<file path="src/rtl/fsm_pkg.sv">
// Shared definitions for the serial sequence transmitter/detector family.
// Holds the FSM state encoding and the reference 11011 pattern.
package fsm_pkg;

  typedef enum logic [1:0] {
    S_IDLE  = 2'd0,
    S_SHIFT = 2'd1,
    S_GAP   = 2'd2
  } state_t;

  localparam logic [4:0] PAT_11011 = 5'b11011;

endpackage

</file>
<file path="src/rtl/frame_counter.sv">
// Loadable down-counter with a zero flag; load wins over decrement.
// One-cycle update; decrement saturates at zero so the count never wraps.
module frame_counter #(
  parameter int W = 4
) (
  input  logic         clk,
  input  logic         rst,
  input  logic         load,
  input  logic [W-1:0] load_val,
  input  logic         dec,
  output logic         zero
);

  logic [W-1:0] cnt;

  always_ff @(posedge clk or negedge rst) begin
    if (!rst) begin
      cnt <= '0;
    end else if (load) begin
      cnt <= load_val;
    end else if (dec && (cnt != '0)) begin
      cnt <= cnt - 1'b1;
    end
  end

  assign zero = (cnt == '0);

endmodule

</file>
<file path="src/rtl/serial_pattern_tx.sv">
// Serial MSB-first pattern transmitter with repeat count and inter-frame gap.
// First bit one cycle after start is accepted; start is ignored (not queued) while ready=0.
module serial_pattern_tx
  import fsm_pkg::*;
#(
  parameter int               WIDTH   = 5,
  parameter logic [WIDTH-1:0] PATTERN = PAT_11011,
  parameter int               GAP     = 2,
  parameter int               CNT_W   = 4
) (
  input  logic             clk,
  input  logic             rst,
  input  logic             start,
  input  logic             sel_custom,
  input  logic [WIDTH-1:0] data_in,
  input  logic [CNT_W-1:0] repeat_n,
  output logic             ready,
  output logic             n,
  output logic             n_valid,
  output logic             done
);

  localparam int              BW      = $clog2(WIDTH);
  localparam logic [BW-1:0]   BIT_TOP = BW'(WIDTH - 1);
  localparam logic [3:0]      GAP_TOP = 4'((GAP > 0) ? GAP - 1 : 0);

  state_t           state;
  logic [WIDTH-1:0] sreg;
  logic [WIDTH-1:0] pat_q;
  logic [WIDTH-1:0] sel_pat;
  logic             bit_zero, gap_zero, rep_zero;
  logic             accept, frame_end, more;
  logic             bit_load, bit_dec, gap_load, gap_dec, rep_dec;

  always_comb begin
    sel_pat   = sel_custom ? data_in : PATTERN;
    accept    = (state == S_IDLE) && start && ready;
    frame_end = (state == S_SHIFT) && bit_zero;
    more      = frame_end && !rep_zero;
    bit_load  = accept || (more && (GAP == 0)) || ((state == S_GAP) && gap_zero);
    bit_dec   = (state == S_SHIFT) && !bit_zero;
    gap_load  = more && (GAP > 0);
    gap_dec   = (state == S_GAP) && !gap_zero;
    rep_dec   = more;
  end

  frame_counter #(.W(BW)) u_bit_cnt (
    .clk      (clk),
    .rst      (rst),
    .load     (bit_load),
    .load_val (BIT_TOP),
    .dec      (bit_dec),
    .zero     (bit_zero)
  );

  frame_counter #(.W(4)) u_gap_cnt (
    .clk      (clk),
    .rst      (rst),
    .load     (gap_load),
    .load_val (GAP_TOP),
    .dec      (gap_dec),
    .zero     (gap_zero)
  );

  frame_counter #(.W(CNT_W)) u_rep_cnt (
    .clk      (clk),
    .rst      (rst),
    .load     (accept),
    .load_val (repeat_n),
    .dec      (rep_dec),
    .zero     (rep_zero)
  );

  // sreg holds the bits still to be sent; n is registered one step ahead of it.
  always_ff @(posedge clk or negedge rst) begin
    if (!rst) begin
      state   <= S_IDLE;
      sreg    <= '0;
      pat_q   <= '0;
      ready   <= 1'b1;
      n       <= 1'b0;
      n_valid <= 1'b0;
      done    <= 1'b0;
    end else begin
      done <= 1'b0;
      case (state)
        S_IDLE: begin
          if (accept) begin
            pat_q   <= sel_pat;
            sreg    <= sel_pat << 1;
            n       <= sel_pat[WIDTH-1];
            n_valid <= 1'b1;
            ready   <= 1'b0;
            state   <= S_SHIFT;
          end
        end
        S_SHIFT: begin
          if (!bit_zero) begin
            n    <= sreg[WIDTH-1];
            sreg <= sreg << 1;
          end else if (rep_zero) begin
            n       <= 1'b0;
            n_valid <= 1'b0;
            done    <= 1'b1;
            ready   <= 1'b1;
            state   <= S_IDLE;
          end else if (GAP > 0) begin
            n       <= 1'b0;
            n_valid <= 1'b0;
            sreg    <= pat_q;
            state   <= S_GAP;
          end else begin
            n    <= pat_q[WIDTH-1];
            sreg <= pat_q << 1;
          end
        end
        S_GAP: begin
          if (gap_zero) begin
            n       <= sreg[WIDTH-1];
            n_valid <= 1'b1;
            sreg    <= sreg << 1;
            state   <= S_SHIFT;
          end
        end
        default: begin
          state   <= S_IDLE;
          ready   <= 1'b1;
          n       <= 1'b0;
          n_valid <= 1'b0;
        end
      endcase
    end
  end

endmodule
</file>
<file path="config.mk">
export PLATFORM = sky130hd
export DESIGN_NAME = serial_pattern_tx
export DESIGN_NICKNAME = d
export VERILOG_FILES = /design/src/rtl/fsm_pkg.sv /design/src/rtl/frame_counter.sv /design/src/rtl/serial_pattern_tx.sv
export SDC_FILE = /design/constraint.sdc
export NUM_CORES = 1
export LEC_CHECK = 0
export CAP_MARGIN = 10
export CORE_MARGIN = 4
export CORE_UTILIZATION = 28
export CTS_CLUSTER_DIAMETER = 60
export DETAILED_ROUTE_END_ITERATION = 8
export GPL_ROUTABILITY_DRIVEN = 0
export GPL_TIMING_DRIVEN = 0
export PLACE_DENSITY = 0.48
export SLEW_MARGIN = 20
export SYNTH_ARGS = -nofsm -noshare
export SYNTH_HDL_FRONTEND = slang
export SYNTH_SLANG_ARGS = --single-unit
export TNS_END_PERCENT = 30
</file>
<file path="constraint.sdc">
create_clock -name clk -period 3.7 [get_ports clk]
set_input_delay 0.555 -clock clk [delete_from_list [all_inputs] [get_ports clk]]
set_output_delay 0.555 -clock clk [all_outputs]
set_load 0.02 [all_outputs]
</file>
==> results.md <==
- Status: complete, no violations
- Syn. warnings: 0
- FFs w/ async S/R, synth: 100%
- Setup TNS: 0 ns
- Worst reg2reg endpoint: sreg[4]$_DFFE_PN0P_
- Initial antenna violation count: 0
- Synth top cells by count: 26 x dfrtp_1, 16 x nand2_1, 13 x nand3_1
- Share of cells above drive strength 1: between 10% and 20%
- Fmax: 425 MHz
- WP data required: around 3.9 ns
- Die X: ~81 µm
- Worst r2r src: state[1]$_DFFE_PN0P_
- Synthesized Nets: ~170
- Sequential share of the synthesized area: 45.4%
- Die Y: 81.0 µm
- RSZ-0062 raised after global routing: no
- PnR Total Power: just under 0.0005 W
- CTS tree: yes
- Slew margin rel.: 57.5%
- Seq cells post-synth: 27
- Top cells by area, synth: dfrtp_1 44%, ha_1 6.7%, mux2_4 5.0%, nand3_1 4.4%, nand2_1 4.0%
- Rows: 26
- Worst skew pair latency: approximately 0.27 ns
- CTS root buf: clkbuf_8
- Worst Setup Start Kind: flop
- GRT overflow: 0
- Setup Skew: about 0.0057 ns
- Multi-input logic area: between 700 and 800 µm²
- Area of the die: between 0.006 and 0.007 mm²
- Vias in the first global route: 1261
- Core Area: 0.00514 mm²
- Post-Syn Area: 0.00149 mm²
- Max IR drop VDD: roughly 100 µV
- Met3 wire len: between 80 and 90 µm
- CP Cell Sequence: inv_1, ha_1, nand3_1, a22o_1, or3_1, buf_6, mux2_4
- CTS clk-pin slew, worst paths: approximately 0.1 ns
- Number of max-cap violations: 0
- Mapped Avg Cell Area: 9.75 µm²
- Slowest cell delay on critical path: approximately 0.42 ns
- PD cells: between 200 and 300 mW/mm²
- Met2 wire length: roughly 1.6 mm
- # nets final: roughly 200
- TritonCTS Sinks: 27
- Post-CTS Setup Bufs: 0
- CP arrival: roughly 2.5 ns
- Fin. max-slew vios: 0
- Via count: approximately 1.1k
- ANT cells: 0
- First-pass GRT wire length: around 5.6 mm
- Reg power frac: 60.4%
- Reg2Reg Setup Slack: 1.35 ns
- Critical Path Sink Type: flop
- First-pass DRT Iterations: 4
- Distinct cells, synth: 34
- Metal1 wirelength: about 1.5 mm
- Post-Route WL: 3.21 mm
- DR WL/cell: 13.2 µm
- Most common cell in the netlist: dfrtp_1
- Clk network pwr share: 35.2%
- Hold WC Path Type: in -> async
- Top-area cell type share of the netlist area: 43.6%
- Max Root-Sink Buffers: 2
- Fill cells: 547
- Initial core utilization: approximately 29%
- HPWL after DPL: between 2 and 2.5 mm
- DRT antenna net count: 0
- Cts hold-fix bufs: 0
- Tcrit/Tclk final: a little under two thirds
- 1st-iter DRT viols: 34
- Total track usage: a little over a tenth
- Top Metal Used: met4
- Synthesized netlist cell count: between 150 and 200
- Cell taking the most area after synthesis: dfrtp_1
- Number of flops mapped to enable cells by yosys: 0
- Pleak: roughly 0.77 nW
- Port buffer count: 16
- Switching share of power: 21.4%
- Residual DRC: 0
- Resized Gates After CTS: 0
- Worst-margin pin slew: approximately 0.64 ns
- Final Critical Period: ~2.4 ns
- Total CTS buffers: 3
- Area delta synth->final: 19.3%
- H-tree depth: 1
- Largest net degree at the start of global routing: 28
- Comb power frac: 4.4%
- Main synth FF type: dfrtp_1
- I/O pin count: 17
- FF/Latch Area: 677 µm²
- Drt via density: 4.54
- Slowest cell on the critical path: dfrtp_1
- NetSw: about 0.00010 W
- Final hold violations: 0
- Crit-path max FO: 9
- R2r worst-path depth: 7
- CP Class: reg -> reg
- Setup-failing EPs final: 0
- Internal power: between 0.0003 and 0.0004 W
## worst max-delay path: cells and delay by family (launching register included)
kind / cells / cell delay [ns]
flip-flops: 1 / 0.42
AND/OR/NAND/NOR: 2 / 0.66
AO/OA/AOI/OAI: 1 / 0.39
buffers and inverters: 2 / 0.26
multiplexers: 1 / 0.29
adder cells (fa/ha/maj): 1 / 0.23
## kinds of logic after synthesis
logic type                 Yosys count  synth area share [%]
and+or+nand+nor                     60                  20.2
DFF                                 27                  45.4
adders and majority gates            8                  6.71
AOI/OAI and AO/OA                   24                  10.2
buffers and inverters               17                  4.78
xor gates and xnor gates             7                  4.11
muxes                               10                  8.64
## cell usage in the layout, fill, tap and decap left out, types with 2 or more instances in the layout
| cell type | synthesis | final |
|---|---|---|
| o21ai_0 | 6 | 6 |
| a41oi_1 | 3 | 3 |
| or2_2 | 4 | 4 |
| ha_1 | 8 | 8 |
| mux2i_1 | 2 | 2 |
| a22o_1 | 2 | 2 |
| inv_1 | 11 | 11 |
| a31oi_1 | 2 | 2 |
| nand3_1 | 13 | 13 |
| xnor2_1 | 3 | 3 |
| mux2_2 | 3 | 3 |
| clkbuf_1 | 5 | 6 |
| xor2_1 | 4 | 4 |
| mux2_4 | 5 | 5 |
| nand2b_1 | 3 | 3 |
| nor2b_1 | 4 | 4 |
| dfrtp_1 | 26 | 26 |
| a21oi_1 | 7 | 7 |
| clkdlybuf4s50_1 | 0 | 15 |
| nor3_1 | 2 | 2 |
| clkbuf_8 | 0 | 3 |
| nand2_1 | 16 | 16 |
| nor2_1 | 11 | 11 |
## metrics by stage
step	std cells	cell area [µm²]	util [%]	hold slack (ns)	worst slack, ns
floorplan	153	1490	-	0.259	1.63
global placement	239	1740	33.8	0.470	1.04
detailed placement	239	1730	33.7	0.476	1.07
CTS	243	1780	34.6	0.306	1.34
global route	243	1780	34.6	0.335	1.18
finish	243	1780	34.6	0.290	1.35
## layout make-up
type                       count  area share [%]
tap                           70            4.92
inverter                      11            2.32
sequential                    27            38.0
timing repair buffer          16            8.72
buffer                         6            1.69
multi-input combinational    109            41.8
clock buffer                   4            2.53
## sequential cells by signal (all words and copies together), names as in the netlist
| signal | count |
|---|---|
| n | 1 |
| u_gap_cnt.cnt | 4 |
| u_bit_cnt.cnt | 3 |
| n_valid | 1 |
| done | 1 |
| state | 2 |
| ready | 1 |
| sreg | 5 |
| pat_q | 5 |
| u_rep_cnt.cnt | 4 |
## worst max path at each step
stage,end,cells after the start,slack [ns],start
detailed placement,sreg[0]$_DFFE_PN0P_,6,1.07,start
CTS,sreg[4]$_DFFE_PN0P_,7,1.34,state[1]$_DFFE_PN0P_
global route,sreg[4]$_DFFE_PN0P_,7,1.18,state[1]$_DFFE_PN0P_
finish,sreg[4]$_DFFE_PN0P_,7,1.35,state[1]$_DFFE_PN0P_
floorplan,sreg[0]$_DFFE_PN0P_,7,1.63,u_gap_cnt.cnt[0]$_DFFE_PN0P_
global placement,sreg[0]$_DFFE_PN0P_,6,1.04,start
## layer usage
metal	GRT usage [%]	up-vias
li1	-	557
met3	1.55	2
met5	0	-
met4	4.73	0
met1	13.2	536
met2	19.0	9
## power groups by stage
stage                     Combinational, W  Sequential (W)  Clock, W
after detailed placement         0.0000219        0.000301         0
after floorplan                 0.00000192        0.000301         0
after CTS                        0.0000220        0.000295  0.000178
final                            0.0000215        0.000295  0.000172
after global routing             0.0000239        0.000295  0.000190
after global placement           0.0000222        0.000301         0
Power figures use the tool's default switching activity.
